**config.mk**
```make
export PLATFORM = sky130hd
export DESIGN_NAME = fake_trigger_hls_deadlock_report_unit_flat
export DESIGN_NICKNAME = d
export VERILOG_FILES = /design/src/rtl/fake_trigger_hls_deadlock_report_unit_if.sv /design/src/rtl/fake_trigger_hls_deadlock_report_unit.sv /design/src/flat_wrapper.sv
export SDC_FILE = /design/constraint.sdc
export NUM_CORES = 1
export LEC_CHECK = 0
export BUFFER_PORTS_ARGS = -buffer_cell sky130_fd_sc_hd__buf_2
export CAP_MARGIN = 25
export CORE_ASPECT_RATIO = 0.7
export CORE_MARGIN = 2
export CORE_UTILIZATION = 47
export DETAILED_ROUTE_END_ITERATION = 12
export PLACE_DENSITY = 0.77
export SYNTH_ARGS = -nofsm -noshare
export SYNTH_HDL_FRONTEND = slang
export SYNTH_SLANG_ARGS = --single-unit
```
**constraint.sdc**
```tcl
create_clock -name clock -period 4 [get_ports clock]
set_clock_uncertainty 0.2 [all_clocks]
set_input_delay 0.8 -clock clock [delete_from_list [all_inputs] [get_ports clock]]
set_output_delay 0.8 -clock clock [all_outputs]
set_load 0.03 [all_outputs]
```
**src/rtl/fake_trigger_hls_deadlock_report_unit_if.sv**
```systemverilog
// Report-unit bus: monitor block inputs, clear, sticky deadlock flag and the valid/ready report record.
// Handshake: a report transfers on a rising edge where report_valid && report_ready; valid never drops without a transfer except on clear/reset.
interface fake_trigger_hls_deadlock_report_unit_if #(
  parameter int NUM_MONITORS = 4,
  parameter int IDX_W        = 2,
  parameter int CNT_W        = 32
);
  logic [NUM_MONITORS-1:0] monitor_block;
  logic                    clear;
  logic                    deadlock;
  logic                    report_valid;
  logic                    report_ready;
  logic [IDX_W-1:0]        report_idx;
  logic [NUM_MONITORS-1:0] report_mask;
  logic [CNT_W-1:0]        stall_cycles;
  logic [1:0]              dbg_state;

  modport master (
    output monitor_block, clear, report_ready,
    input  deadlock, report_valid, report_idx, report_mask, stall_cycles, dbg_state
  );

  modport slave (
    input  monitor_block, clear, report_ready,
    output deadlock, report_valid, report_idx, report_mask, stall_cycles, dbg_state
  );
endinterface

```
**src/rtl/fake_trigger_hls_deadlock_report_unit.sv**
```systemverilog
// Filters HLS monitor 'block' bits: declares a sticky deadlock after THRESHOLD consecutive blocked
// cycles, records the first blocker and a saturating stall count, and offers one report record.
module fake_trigger_hls_deadlock_report_unit #(
  parameter int NUM_MONITORS = 4,
  parameter int THRESHOLD    = 16,
  parameter int CNT_W        = 32,
  parameter int IDX_W        = 2
) (
  input  logic clock,
  input  logic reset,
  fake_trigger_hls_deadlock_report_unit_if.slave bus
);

  typedef enum logic [1:0] {
    ST_IDLE   = 2'd0,
    ST_WATCH  = 2'd1,
    ST_REPORT = 2'd2,
    ST_HOLD   = 2'd3
  } state_e;

  state_e                  state_q;
  logic                    deadlock_q;
  logic                    valid_q;
  logic [IDX_W-1:0]        idx_q;
  logic [NUM_MONITORS-1:0] mask_q;
  logic [CNT_W-1:0]        stall_q;

  logic                    any_block;
  logic [IDX_W-1:0]        low_idx_d;
  logic [CNT_W-1:0]        stall_inc_d;
  logic [CNT_W-1:0]        stall_sat_d;

  assign any_block = |bus.monitor_block;

  // Downward scan so the lowest set bit is the last (winning) assignment.
  always_comb begin
    low_idx_d = '0;
    for (int i = NUM_MONITORS - 1; i >= 0; i--) begin
      if (bus.monitor_block[i]) low_idx_d = IDX_W'(i);
    end
  end

  assign stall_inc_d = stall_q + CNT_W'(1);
  assign stall_sat_d = (stall_q == '1) ? stall_q : stall_inc_d;

  always_ff @(posedge clock or negedge reset) begin
    if (!reset) begin
      state_q    <= ST_IDLE;
      deadlock_q <= 1'b0;
      valid_q    <= 1'b0;
      idx_q      <= '0;
      mask_q     <= '0;
      stall_q    <= '0;
    end else if (bus.clear) begin
      // Clear beats detection and handshake; idx/mask remain for post-mortem reads.
      state_q    <= ST_IDLE;
      deadlock_q <= 1'b0;
      valid_q    <= 1'b0;
      stall_q    <= '0;
    end else begin
      case (state_q)
        ST_IDLE: begin
          if (any_block) begin
            state_q <= ST_WATCH;
            stall_q <= CNT_W'(1);
            idx_q   <= low_idx_d;
          end
        end
        ST_WATCH: begin
          if (!any_block) begin
            state_q <= ST_IDLE;
            stall_q <= '0;
          end else begin
            stall_q <= stall_inc_d;
            if (stall_inc_d == CNT_W'(THRESHOLD)) begin
              state_q    <= ST_REPORT;
              deadlock_q <= 1'b1;
              valid_q    <= 1'b1;
              mask_q     <= bus.monitor_block;
            end
          end
        end
        ST_REPORT: begin
          if (any_block) stall_q <= stall_sat_d;
          if (bus.report_ready) begin
            state_q <= ST_HOLD;
            valid_q <= 1'b0;
          end
        end
        ST_HOLD: begin
          if (any_block) stall_q <= stall_sat_d;
        end
        default: state_q <= ST_IDLE;
      endcase
    end
  end

  assign bus.deadlock     = deadlock_q;
  assign bus.report_valid = valid_q;
  assign bus.report_idx   = idx_q;
  assign bus.report_mask  = mask_q;
  assign bus.stall_cycles = stall_q;
  assign bus.dbg_state    = state_q;

endmodule

```
**src/flat_wrapper.sv**
```systemverilog
// flat-port wrapper written by rule: the top's interface ports become plain ports
module fake_trigger_hls_deadlock_report_unit_flat 
#(
  parameter int NUM_MONITORS = 4,
  parameter int THRESHOLD    = 16,
  parameter int CNT_W        = 32,
  parameter int IDX_W        = 2
)
  (clock, reset, bus_monitor_block, bus_clear, bus_report_ready, bus_deadlock, bus_report_valid, bus_report_idx, bus_report_mask, bus_stall_cycles, bus_dbg_state);
  fake_trigger_hls_deadlock_report_unit_if #(.NUM_MONITORS(NUM_MONITORS), .IDX_W(IDX_W), .CNT_W(CNT_W)) bus_i ();
  input  logic clock;
  input  logic reset;
  input wire logic [$bits(bus_i.monitor_block)-1:0] bus_monitor_block;
  input wire logic [$bits(bus_i.clear)-1:0] bus_clear;
  input wire logic [$bits(bus_i.report_ready)-1:0] bus_report_ready;
  output wire logic [$bits(bus_i.deadlock)-1:0] bus_deadlock;
  output wire logic [$bits(bus_i.report_valid)-1:0] bus_report_valid;
  output wire logic [$bits(bus_i.report_idx)-1:0] bus_report_idx;
  output wire logic [$bits(bus_i.report_mask)-1:0] bus_report_mask;
  output wire logic [$bits(bus_i.stall_cycles)-1:0] bus_stall_cycles;
  output wire logic [$bits(bus_i.dbg_state)-1:0] bus_dbg_state;
  assign bus_i.monitor_block = bus_monitor_block;
  assign bus_i.clear = bus_clear;
  assign bus_i.report_ready = bus_report_ready;
  assign bus_deadlock = bus_i.deadlock;
  assign bus_report_valid = bus_i.report_valid;
  assign bus_report_idx = bus_i.report_idx;
  assign bus_report_mask = bus_i.report_mask;
  assign bus_stall_cycles = bus_i.stall_cycles;
  assign bus_dbg_state = bus_i.dbg_state;
  fake_trigger_hls_deadlock_report_unit #(.NUM_MONITORS(NUM_MONITORS), .THRESHOLD(THRESHOLD), .CNT_W(CNT_W), .IDX_W(IDX_W)) u_core (.clock(clock), .reset(reset), .bus(bus_i));
endmodule
```
# == Yosys cells after proc, flatten, opt, wreduce, memory -nomap -nowiden ==
# Index checks and enable logic that the tools add are counted.
# word_totals
wordCells,57
output_inout_bits,42
ff_bits,42
input_bits,8
# classes
n_mux,23
n_eq_ne,12
reduce_logical,14
bitwise_logic,1
n_addsub,1
# ops
op,count
$mux W32,5
$pmux W32 S3,1
$add A32 B1 Y32 const B,1
$eq A32 B32 Y1 const B,1
$eq A32 B5 Y1 const B,1
$mux W2,9
$reduce_and A4 Y1,3
$ne A3 B2 Y1 const B,3
$reduce_and A3 Y1,3
$mux W1,6
$ne A3 B3 Y1 const B,2
$pmux W2 S3,1
$reduce_bool A2 Y1,3
$eq A2 B2 Y1 const B,2
$ne A4 B4 Y1 const B,1
$reduce_bool A4 Y1,1
$reduce_or A4 Y1,1
$ne A3 B1 Y1 const B,1
$reduce_bool A3 Y1,1
$eq A2 B1 Y1 const B,1
$logic_not A2 Y1,1
$pmux W1 S2,1
$reduce_or A2 Y1,1
$not A1 Y1,1

# == Depth between registers and ports, before layout ==
# Gate-level depths: netlist (run 1).
# logic_depth
ltp_word,6
depth_mapped,11
depth_no_buf,9

# == Worst setup path before layout (run 1) ==
# No wires, ideal clock.
# synth_timing
kind,flip-flop to flip-flop
start,register u_core.stall_q[0] (netlist: u_core.bus.stall_cycles[0])
end,register u_core.mask_q[0] (netlist: u_core.bus.report_mask[0])
setup_ns,0.125
required_time_ns,3.675
period_less_slack_ns,3.087
path_buffers,0
stages_incl_launch_ff,9
arrival_time_ns,2.762
setup_slack_ns,0.913
cell_sequence,dfrtp_1 -> ha_1 -> nand3_1 -> nor2_1 -> and4_1 -> o2111ai_1 -> nand4bb_1 -> nor4_4 -> mux2_2
# synth_via
elab_chain_len,3
# synth_lines
element,line_no,source
"start, declared",fake_trigger_hls_deadlock_report_unit.sv:26,logic [CNT_W-1:0] stall_q;
"start signal, assigned",fake_trigger_hls_deadlock_report_unit.sv:74,stall_q <= stall_inc_d;
"start signal, assigned",fake_trigger_hls_deadlock_report_unit.sv:84,if (any_block) stall_q <= stall_sat_d;
"start signal, assigned",fake_trigger_hls_deadlock_report_unit.sv:91,if (any_block) stall_q <= stall_sat_d;
$add A32 B1 Y32,fake_trigger_hls_deadlock_report_unit.sv:43,assign stall_inc_d = stall_q + CNT_W'(1);
$eq A32 B5 Y1,fake_trigger_hls_deadlock_report_unit.sv:75,if (stall_inc_d == CNT_W'(THRESHOLD)) begin
$reduce_and A4 Y1 (no source line),-,
"end signal, assigned",fake_trigger_hls_deadlock_report_unit.sv:79,mask_q <= bus.monitor_block;
"end, declared",fake_trigger_hls_deadlock_report_unit.sv:25,logic [NUM_MONITORS-1:0] mask_q;
# No other way between the ends.
# A chain may end at the register's enable or synchronous reset.

# == Final worst setup path (run 1) ==
# layout_timing
start,register u_core.stall_q[0] (netlist: u_core.bus.stall_cycles[0])
end,register u_core.mask_q[1] (netlist: u_core.bus.report_mask[1])
# Same word-level chain as after synthesis.

==> results.sh, run 1 <==
export IMPL_ff2ff_setup_slack_ns=0.60
export IMPL_viasPerCell=6.49
export IMPL_fin_setup_tns_ns=0
export IMPL_cts_setup_buffers=0
export IMPL_fin_nets=418
export IMPL_max_freq_mhz=294
export IMPL_final_util_pct=55.0
export IMPL_hpwl_um=6100
export IMPL_cts_buffer_depth=2
export IMPL_outcome="finished clean"
export IMPL_layout_commonest_cell="buf_2"
export IMPL_rr_startpoint="u_core.bus.stall_cycles[0]"
export IMPL_final_cell_mix="buf_2, dfrtp_1, o21ai_0"
export IMPL_grt_pass1_vias=2772
export IMPL_syn_nets=382
export IMPL_cts_tree="done"
export IMPL_crit_type="flop to flop"
export IMPL_leakage_nw=1.50
export IMPL_ys_warn_count=0
export IMPL_cts_sinks=42
export IMPL_async_reset_ff_share_pct=100
export IMPL_drv_slew=0
export IMPL_overflow=0
export IMPL_clockRootBuffer="clkbuf_8"
export IMPL_layout_setup_ws_ns=0.596
export IMPL_synth_seq_area_share_pct=34.2
export IMPL_drtIter0Drc=261
export IMPL_die_area_um2=7210
export IMPL_grtUsageTotal_pct=24.8
export IMPL_power_density_nw_per_um2=300
export IMPL_r2r_end="u_core.bus.report_mask[1]"
export IMPL_clk_pin_slew_ns=0.09
export IMPL_critPathBufInv=0
export IMPL_finalSetupViolCount=0
export IMPL_final_cell_area_um2=3450
export IMPL_cts_buffers=5
export IMPL_whs_ns=0.211
export IMPL_ys_flop_type="dfrtp_1"
export IMPL_initial_core_util_pct=48.9
export IMPL_fin_crit_ns=3.40
export IMPL_port_buffers=49
export IMPL_maxCapViolations=0
export IMPL_cp_cell_sequence="ha_1 > nand3_1 > nor2_1 > and4_1 > o2111ai_1 > nand4bb_1 > nor4_4 > mux2_2"
export IMPL_synth_edff_count=0
export IMPL_finalNonFillerCells=483
export IMPL_cp_max_fo=9
export IMPL_die_height_um=71.6
export IMPL_fin_crit_sh_pct=85.1
export IMPL_postRouteAntennaNets=0
export IMPL_drt_first_pass_iters=5
export IMPL_netlist_area_um2=3070
export IMPL_dpl_worst_slack_ns=0.637
export IMPL_antenna_found_initial=0
export IMPL_cp_end_kind="flop"
export IMPL_htreeDepth=2
export IMPL_antenna_cells=0
export IMPL_hp_class="input pin to async pin"
export IMPL_grt_max_degree=55
export IMPL_reg2regPathDepth=8
export IMPL_vias=3135
export IMPL_cp_required_ns=4.00
export IMPL_slew_headroom_pct=55.2
export IMPL_post_cts_resized=0
export IMPL_multi_input_area_um2=1880
export IMPL_synthCells=368
export IMPL_syn2layout_area_growth_pct=12.3
export IMPL_die_w_um=101
export IMPL_cpLargestDelayFamily="simple AND/OR/NAND/NOR gates"
export IMPL_seqCellArea_um2=1050
export IMPL_postCtsHoldBufs=0
export IMPL_startpoint_type="flop"
export IMPL_cp_slowest_cell="dfrtp_1"
export IMPL_grt_pass1_wl_um=14200
export IMPL_drcViolationCount=0
export IMPL_place_congestion=0.908
export IMPL_wl_per_cell_um=17.9
export IMPL_synth_distinct_cells=61
export IMPL_crit_cells=8
export IMPL_hold_viol=0
export IMPL_ir_drop_v=0.000283
export IMPL_n_fill_cell=582
export IMPL_core_um2=6280
export IMPL_dp_cells=474
export IMPL_avgSynthCellArea_um2=8.35
export IMPL_std_cell_rows=24
export IMPL_slowest_delay_ns=0.50
export IMPL_dpl_cell_area_um2=3340
export IMPL_totalPowerFinal_mw=1.04
export IMPL_worst_pin_slew_ns=0.669
export IMPL_clkLatencyLatePin_ns=0.31
export IMPL_rsz0062_at_grt="no"
export IMPL_drive_gt1_share_pct=19.3
export IMPL_ys_ff_latch=42
export IMPL_crit_arrival_ns=3.40
export IMPL_drt_wl_total_um=8620
export IMPL_ios=50
==> cell families (layout without fill, tap and decap cells) <==
group | Yosys count | after routing | synth area share, %
adders and majority gates | 6 | 6 | 2.44
muxes | 6 | 6 | 2.12
buffers and inverters | 31 | 68 | 4.56
and+or+nand+nor | 166 | 166 | 31.7
xor gates and xnor gates | 5 | 5 | 1.43
AOI/OAI and AO/OA | 112 | 112 | 23.5
DFF | 42 | 42 | 34.2
==> final cells by class <==
| class | count | area share (%) |
|---|---|---|
| Multi-Input combinational cell | 295 | 54.5 |
| Sequential cell | 42 | 30.5 |
| Clock buffer | 7 | 2.50 |
| Timing Repair Buffer | 54 | 8.92 |
| Clock inverter | 1 | 0.145 |
| Inverter | 6 | 0.653 |
| Tap cell | 78 | 2.83 |
==> Yosys cell counts (all sizes together) (3+ instances only) <==
cell type / count / area [um2]
inv: 6 / 22.5
a311o: 3 / 30.0
nor2b: 8 / 50.1
and3: 7 / 43.8
o31ai: 14 / 105
nor3: 8 / 40.0
mux2: 4 / 45.0
nand4: 15 / 93.8
o21ai: 43 / 215
a31oi: 4 / 25.0
a21oi: 17 / 85.1
buf: 14 / 76.3
dfrtp: 42 / 1050
nand2: 26 / 97.6
and2: 12 / 77.6
xnor2: 3 / 26.3
nand3: 25 / 135
clkbuf: 11 / 41.3
nor4: 10 / 114
and4: 5 / 43.8
ha: 6 / 75.1
nor4b: 4 / 35.0
nor2: 31 / 116
or4: 4 / 33.8
o41ai: 10 / 87.6
==> how the worst max path moves through the flow <==
| stage | slack [ns] | from | to |
|---|---|---|---|
| after floorplan | 0.91 | u_core.bus.stall_cycles[0] | u_core.bus.report_mask[0] |
| final | 0.60 | u_core.bus.stall_cycles[0] | u_core.bus.report_mask[1] |
| after global placement | 0.71 | u_core.bus.stall_cycles[0] | u_core.bus.report_mask[2] |
| after CTS | 0.62 | u_core.bus.stall_cycles[0] | u_core.bus.report_mask[1] |
| after global routing | 0.34 | u_core.bus.stall_cycles[0] | u_core.bus.report_mask[2] |
| after detailed placement | 0.64 | u_core.bus.stall_cycles[0] | u_core.bus.report_mask[1] |
==> power breakdown <==
| group | internal [mW] | leakage, nW | switching (mW) |
|---|---|---|---|
| Clock | 0.140 | 0.0482 | 0.157 |
| Sequential | 0.444 | 0.580 | 0.0239 |
| Combinational | 0.0930 | 0.870 | 0.179 |
==> registers in the layout, summed over array words and instances, names as in the netlist <==
signal / cells
u_core.bus.deadlock: 1
u_core.bus.stall_cycles: 32
u_core.bus.dbg_state: 2
u_core.bus.report_valid: 1
u_core.bus.report_idx: 2
u_core.bus.report_mask: 4
==> per-layer routing <==
layer	track usage, %	vias to the layer above	share of wire (%)
li1	-	1482	-
met1	38.6	1509	49
met2	34.2	136	41
met3	5.76	8	8.7
met4	6.54	0	0.95
met5	0	-	0
(Power assumes the default switching activity.)
==> run 2, diff against run 1 <==
Settings changed: ABC_AREA set to 1.
==> run 2 against run 1 <==
Non-clock buffer count is 2 lower. Worst hold slack worse by 0.037 ns. Synthesized cell count is 26% higher. Clock-buffer cell count is 2 lower. Final cell count is 23% higher. Design area is 2.2% higher. Combinational power is 7% higher. Utilization is 1.2 points higher.
==> results.sh, run 2 <==
export IMPL_clockRootBuffer="clkbuf_8"
export IMPL_layout_commonest_cell="nand2_1"
export IMPL_crit_arrival_ns=2.92
export IMPL_grtUsageTotal_pct=24.0
export IMPL_cp_cell_sequence="ha_1 > nand2_2 > nor2_4 > nand2_4 > nor2_4 > nand2_1 > o21ai_1 > o21ai_2 > buf_4 > nand2_1 > buf_4 > o22ai_1"
export IMPL_cts_tree="done"
export IMPL_synth_compound_area_share_pct=10.0
export IMPL_async_reset_ff_share_pct=100
export IMPL_synth_xor_area_share_pct=0.572
export IMPL_synth_seq_area_share_pct=34.3
export IMPL_maxCapViolations=0
export IMPL_ys_ff_latch=42
export IMPL_htreeDepth=2
export IMPL_final_cell_mix="nand2_1, inv_1, nor2_1"
export IMPL_vias=3223
export IMPL_drive_gt1_share_pct=18.8
export IMPL_grt_max_degree=43
export IMPL_syn_nets=476
export IMPL_cp_slowest_cell="dfrtp_1"
export IMPL_totalPowerFinal_mw=1.12
export IMPL_die_height_um=71.5
export IMPL_crit_type="flop to flop"
export IMPL_syn2layout_area_growth_pct=15.1
export IMPL_synth_edff_count=0
export IMPL_grt_pass1_vias=2921
export IMPL_cts_buffer_depth=2
export IMPL_rr_startpoint="u_core.bus.stall_cycles[1]"
export IMPL_place_congestion=0.957
export IMPL_power_density_nw_per_um2=317
export IMPL_die_w_um=100
export IMPL_std_cell_rows=24
export IMPL_slew_headroom_pct=68.6
export IMPL_avgSynthCellArea_um2=6.63
export IMPL_postRouteAntennaNets=0
export IMPL_viasPerCell=5.43
export IMPL_finalSetupViolCount=0
export IMPL_wl_per_cell_um=13.8
export IMPL_max_freq_mhz=340
export IMPL_drt_wl_total_um=8180
export IMPL_worst_pin_slew_ns=0.469
export IMPL_cp_max_fo=40
export IMPL_postCtsHoldBufs=0
export IMPL_clk_pin_slew_ns=0.09
export IMPL_ys_warn_count=0
export IMPL_drtIter0Drc=238
export IMPL_largest_reg_flops=32
export IMPL_die_area_um2=7190
export IMPL_cts_buffers=5
export IMPL_yosysTopAreaCell="dfrtp_1"
export IMPL_core_um2=6280
export IMPL_cts_sinks=42
export IMPL_drcViolationCount=0
export IMPL_ios=50
export IMPL_fin_setup_tns_ns=0
export IMPL_rsz0062_at_grt="no"
export IMPL_synthTopCellsByCount="nand2_1, inv_1, nor2_1, dfrtp_1, nand3_1"
export IMPL_ff2ff_setup_slack_ns=1.06
export IMPL_synth_area_mux_share_pct=0
export IMPL_netlist_area_um2=3060
export IMPL_critPathBufInv=2
export IMPL_r2r_end="u_core.bus.stall_cycles[22]"
export IMPL_synth_distinct_cells=34
export IMPL_drv_slew=0
export IMPL_ys_flop_type="dfrtp_1"
export IMPL_hp_class="input pin to async pin"
export IMPL_post_cts_resized=0
export IMPL_whs_ns=0.174
export IMPL_fin_nets=529
export IMPL_drt_first_pass_iters=5
export IMPL_antenna_found_initial=0
export IMPL_fin_crit_ns=2.94
export IMPL_synth_most_common_cell="nand2_1"
export IMPL_overflow=0
export IMPL_synth_top_family_by_area="simple AND/OR/NAND/NOR gates"
export IMPL_ir_drop_v=0.000287
export IMPL_hpwl_um=6290
export IMPL_synth_top_area_share_pct=34.3
export IMPL_initial_core_util_pct=48.8
export IMPL_synth_simple_area_share_pct=42.5
export IMPL_slowest_delay_ns=0.44
export IMPL_final_util_pct=56.2
export IMPL_antenna_cells=0
export IMPL_grt_pass1_wl_um=13600
export IMPL_cpLargestDelayFamily="simple AND/OR/NAND/NOR gates"
export IMPL_cp_required_ns=3.98
export IMPL_cp_end_kind="flop"
export IMPL_fin_crit_sh_pct=73.6
export IMPL_startpoint="u_core.bus.stall_cycles[1]"
export IMPL_cts_setup_buffers=0
export IMPL_clkLatencyLatePin_ns=0.31
export IMPL_outcome="finished clean"
export IMPL_synth_area_leaders="dfrtp_1, nand2_1, inv_1"
export IMPL_dpl_worst_slack_ns=0.926
export IMPL_synthAdderAreaFrac_pct=2.45
export IMPL_leakage_nw=1.72
export IMPL_startpoint_type="flop"
export IMPL_hold_viol=0
export IMPL_port_buffers=49
export IMPL_layout_setup_ws_ns=1.06
export IMPL_reg2regPathDepth=12
export IMPL_synthCells=462
[run 2: cell types whose count changed in the layout (fill, tap and decap cells not counted), moves of 7 or more]
cell / before / now
o31ai_1: 14 / 2
nand2_2: 0 / 8
and2_1: 10 / 1
nor2b_1: 8 / 0
nand2_1: 26 / 141
o41ai_1: 10 / 1
inv_1: 5 / 68
nand3_1: 23 / 34
nor2_4: 0 / 7
and3_1: 7 / 0
nor2_1: 31 / 59
a21oi_1: 17 / 4
o22ai_1: 1 / 25
o21ai_0: 41 / 12
[run 2: layer usage]
metal | up-vias | global-route usage [%] | share of wire (%)
li1 | 1582 | - | -
met1 | 1486 | 36.1 | 47
met2 | 147 | 35.9 | 43
met3 | 8 | 4.98 | 9.2
met4 | 0 | 4.72 | 0.67
met5 | - | 0 | 0
[run 2: worst max path at each step]
stage / to / cells after the start
finish: u_core.bus.stall_cycles[22] / 12
global route: u_core.bus.stall_cycles[19] / 12
CTS: u_core.bus.stall_cycles[19] / 12
detailed placement: u_core.bus.stall_cycles[19] / 9
global placement: u_core.bus.stall_cycles[21] / 9
floorplan: u_core.bus.report_mask[0] / 14
[run 2: final cells by class]
| class | instances | area [um2] |
|---|---|---|
| clock inverters | 3 | 40.0 |
| multi-input cells | 339 | 1710 |
| repair buffers | 52 | 280 |
| inverters | 75 | 283 |
| flip-flops and latches | 42 | 1050 |
| fillers | 592 | 2750 |
| well taps | 78 | 97.6 |
| clock buffers | 5 | 68.8 |
[run 2: cell families after synthesis]
group,Yosys count
simple gates,280
fa+ha+maj,6
compound gates,51
flops,42
buf+inv,81
xor+xnor,2
[run 2: stage by stage]
| stage | instance area [um2] | std cells |
|---|---|---|
| floorplan | 3060 | 462 |
| global placement | 3400 | 585 |
| detailed placement | 3400 | 585 |
| CTS | 3510 | 593 |
| global route | 3530 | 594 |
| finish | 3530 | 594 |
[run 2: power breakdown]
group	internal (mW)	switching [mW]
registers	0.453	0.0298
logic	0.0881	0.202
clock network	0.184	0.160
total	0.725	0.391
[run 2: worst reg2reg max path, delay by kind of cell, from the launching register on]
family	cells	cell delay, ns
buffers and inverters	2	0.56
DFF	1	0.44
and+or+nand+nor	6	1.03
adders and majority gates	1	0.25
AOI/OAI and AO/OA	3	0.34
==> run 3, diff against run 2 <==
Settings changed: PLACE_DENSITY 0.77 to 0.8.
Clock period 4 ns to 2.4 ns, I/O delays scaled along.
==> run 3 against run 2 <==
Utilization increased by 5.4 points. Setup slack lost 1.0 ns. Flip-flop and latch count did not move. Global-route usage increased by 1.6 points. Sequential share of layout area decreased by 2.4 points. Combinational power grew 95%. Non-clock buffer count rose by 25. Worst hold slack worse by 0.12 ns. Clock power is 100% higher. Die area is the same. Clock-buffer cell count did not move. Critical path type unchanged.
==> results.sh, run 3 (synthesized netlist as in run 2, its figures left out) <==
export IMPL_seqCellArea_um2=1060
export IMPL_outcome="finished clean"
export IMPL_whs_ns=0.0520
export IMPL_core_um2=6280
export IMPL_viasPerCell=5.50
export IMPL_reg2regPathDepth=15
export IMPL_antenna_cells=0
export IMPL_power_switching_mw=0.704
export IMPL_cts_buffers=5
export IMPL_port_buffers=49
export IMPL_crit_type="flop to flop"
export IMPL_die_area_um2=7190
export IMPL_maxCapViolations=0
export IMPL_cp_slowest_cell="dfrtp_2"
export IMPL_overflow=0
export IMPL_finalSetupViolCount=0
export IMPL_syn2layout_area_growth_pct=26.3
export IMPL_antenna_found_initial=0
export IMPL_hpwl_um=6720
export IMPL_grt_pass1_vias=3116
export IMPL_slew_headroom_pct=61.8
export IMPL_slowest_delay_ns=0.42
export IMPL_drt_first_pass_iters=5
export IMPL_crit_cells=15
export IMPL_final_cell_mix="nand2_1, inv_1, nor2_1"
export IMPL_htreeDepth=2
export IMPL_die_w_um=100
export IMPL_cp_endpoint="u_core.bus.dbg_state[0]"
export IMPL_crit_arrival_ns=2.36
export IMPL_postCtsHoldBufs=0
export IMPL_n_fill_cell=577
export IMPL_drcViolationCount=0
export IMPL_postRouteAntennaNets=0
export IMPL_clkLatencyLatePin_ns=0.30
export IMPL_cp_max_fo=6
export IMPL_grtUsageTotal_pct=25.5
export IMPL_drtIter0Drc=287
export IMPL_comb_power_share_pct=27.3
export IMPL_clockRootBuffer="clkbuf_8"
export IMPL_ff2ff_setup_slack_ns=0.04
export IMPL_grt_max_degree=43
export IMPL_switching_share_pct=34.0
export IMPL_startpoint="u_core.bus.stall_cycles[10]"
export IMPL_initial_core_util_pct=48.8
export IMPL_max_freq_mhz=423
export IMPL_cts_tree="done"
export IMPL_ir_drop_v=0.000584
export IMPL_internal_power_mw=1.37
export IMPL_cpLargestDelayFamily="simple AND/OR/NAND/NOR gates"
export IMPL_fin_crit_ns=2.36
export IMPL_layout_commonest_cell="nand2_1"
export IMPL_cts_sinks=42
export IMPL_worst_pin_slew_ns=0.572
export IMPL_rsz0062_at_grt="yes"
export IMPL_final_cell_area_um2=3870
export IMPL_grt_pass1_wl_um=14600
export IMPL_rr_startpoint="u_core.bus.stall_cycles[10]"
export IMPL_dp_cells=598
export IMPL_hold_viol=0
export IMPL_cp_required_ns=2.40
export IMPL_die_height_um=71.5
export IMPL_cp_cell_sequence="nand2_1 > nor2_2 > nand2_2 > nor2_4 > nand2_1 > nand2_1 > nand2_2 > nor2_2 > nand2_1 > nor2_1 > nand3_2 > nand3_2 > nand2_1 > nand2_1 > nand2_1"
export IMPL_startpoint_type="flop"
export IMPL_drt_wl_total_um=9160
export IMPL_p_clk_share_pct=33.6
export IMPL_drv_slew=0
export IMPL_crit_top_cell="nand2_1"
export IMPL_ios=50
export IMPL_wl_per_cell_um=14.8
export IMPL_std_cell_rows=24
export IMPL_finalNonFillerCells=619
export IMPL_fin_nets=554
export IMPL_critPathBufInv=0
export IMPL_power_density_nw_per_um2=536
export IMPL_clk_pin_slew_ns=0.09
export IMPL_vias=3403
export IMPL_leakage_nw=1.90
export IMPL_multi_input_area_um2=1820
export IMPL_dpl_cell_area_um2=3510
export IMPL_cp_end_kind="flop"
export IMPL_p_seq_share_pct=39.0
export IMPL_fin_crit_sh_pct=98.4
export IMPL_r2r_end="u_core.bus.dbg_state[0]"
export IMPL_hp_class="input pin to async pin"
export IMPL_largest_reg_flops=32
export IMPL_place_congestion=0.948
export IMPL_drive_gt1_share_pct=28.1
export IMPL_cts_buffer_depth=2
[run 3: area by class of cell]
type	count	share of cell area (%)
multi-input combinational	339	47.1
timing repair buffer	77	12.1
sequential	42	27.4
tap	78	2.52
inverter	75	7.31
clock buffer	5	1.78
clock inverter	3	1.78
[run 3: per-stage QoR]
stage	TNS (ns)	utilization (%)	total power [mW]	worst slack (ns)
2_1_floorplan	0	-	1.16	0.0639
3_3_place_gp	0	55.9	1.33	0.00459
3_5_place_dp	-0.138	55.9	1.35	-0.0561
4_1_cts	0	58.7	2.06	0.00807
5_1_grt	-0.906	61.6	2.15	-0.202
6_report	0	61.6	2.07	0.0379
[run 3: how the worst min path moves through the flow]
stage / from / endpoint / slack (ns)
after floorplan: reset / u_core.bus.dbg_state[0] / -0.02
after global placement: u_core.bus.report_mask[1] / u_core.bus.report_mask[1] / 0.26
after detailed placement: u_core.bus.report_mask[2] / u_core.bus.report_mask[2] / 0.26
after CTS: reset / u_core.bus.stall_cycles[31] / 0.08
after global routing: reset / u_core.bus.stall_cycles[31] / 0.1
final: reset / u_core.bus.stall_cycles[9] / 0.05
[run 3: layer usage]
layer / track usage, % / share of wire [%] / vias to the layer above
met3: 6.15 / 9.2 / 8
met2: 39.0 / 46 / 166
li1: - / - / 1645
met5: 0 / 0 / -
met1: 37.2 / 44 / 1584
met4: 5.18 / 0.57 / 0
[run 3: repair_timing]
| item | in CTS | in global routing |
|---|---|---|
| pin swaps | 3 | 14 |
| setup buffers | 2 | 11 |
| resized for setup | 5 | 31 |
| endpoints found under the setup margin | 7 | 12 |
[run 3: power by group through the flow]
stage | combinational (mW) | clock, mW | sequential (mW)
after floorplan | 0.247 | 0 | 0.910
after global placement | 0.524 | 0 | 0.811
after detailed placement | 0.538 | 0 | 0.813
after CTS | 0.548 | 0.701 | 0.807
after global routing | 0.615 | 0.724 | 0.815
final | 0.566 | 0.697 | 0.809
[run 3: worst reg2reg max path, cell delays in order (launching register included)]
cell	delay (ns)
dfrtp_2	0.42
nand2_1	0.13
nor2_2	0.17
nand2_2	0.11
nor2_4	0.23
nand2_1	0.08
nand2_1	0.08
nand2_2	0.07
nor2_2	0.15
nand2_1	0.08
nor2_1	0.14
nand3_2	0.13
nand3_2	0.10
nand2_1	0.07
nand2_1	0.06
nand2_1	0.05
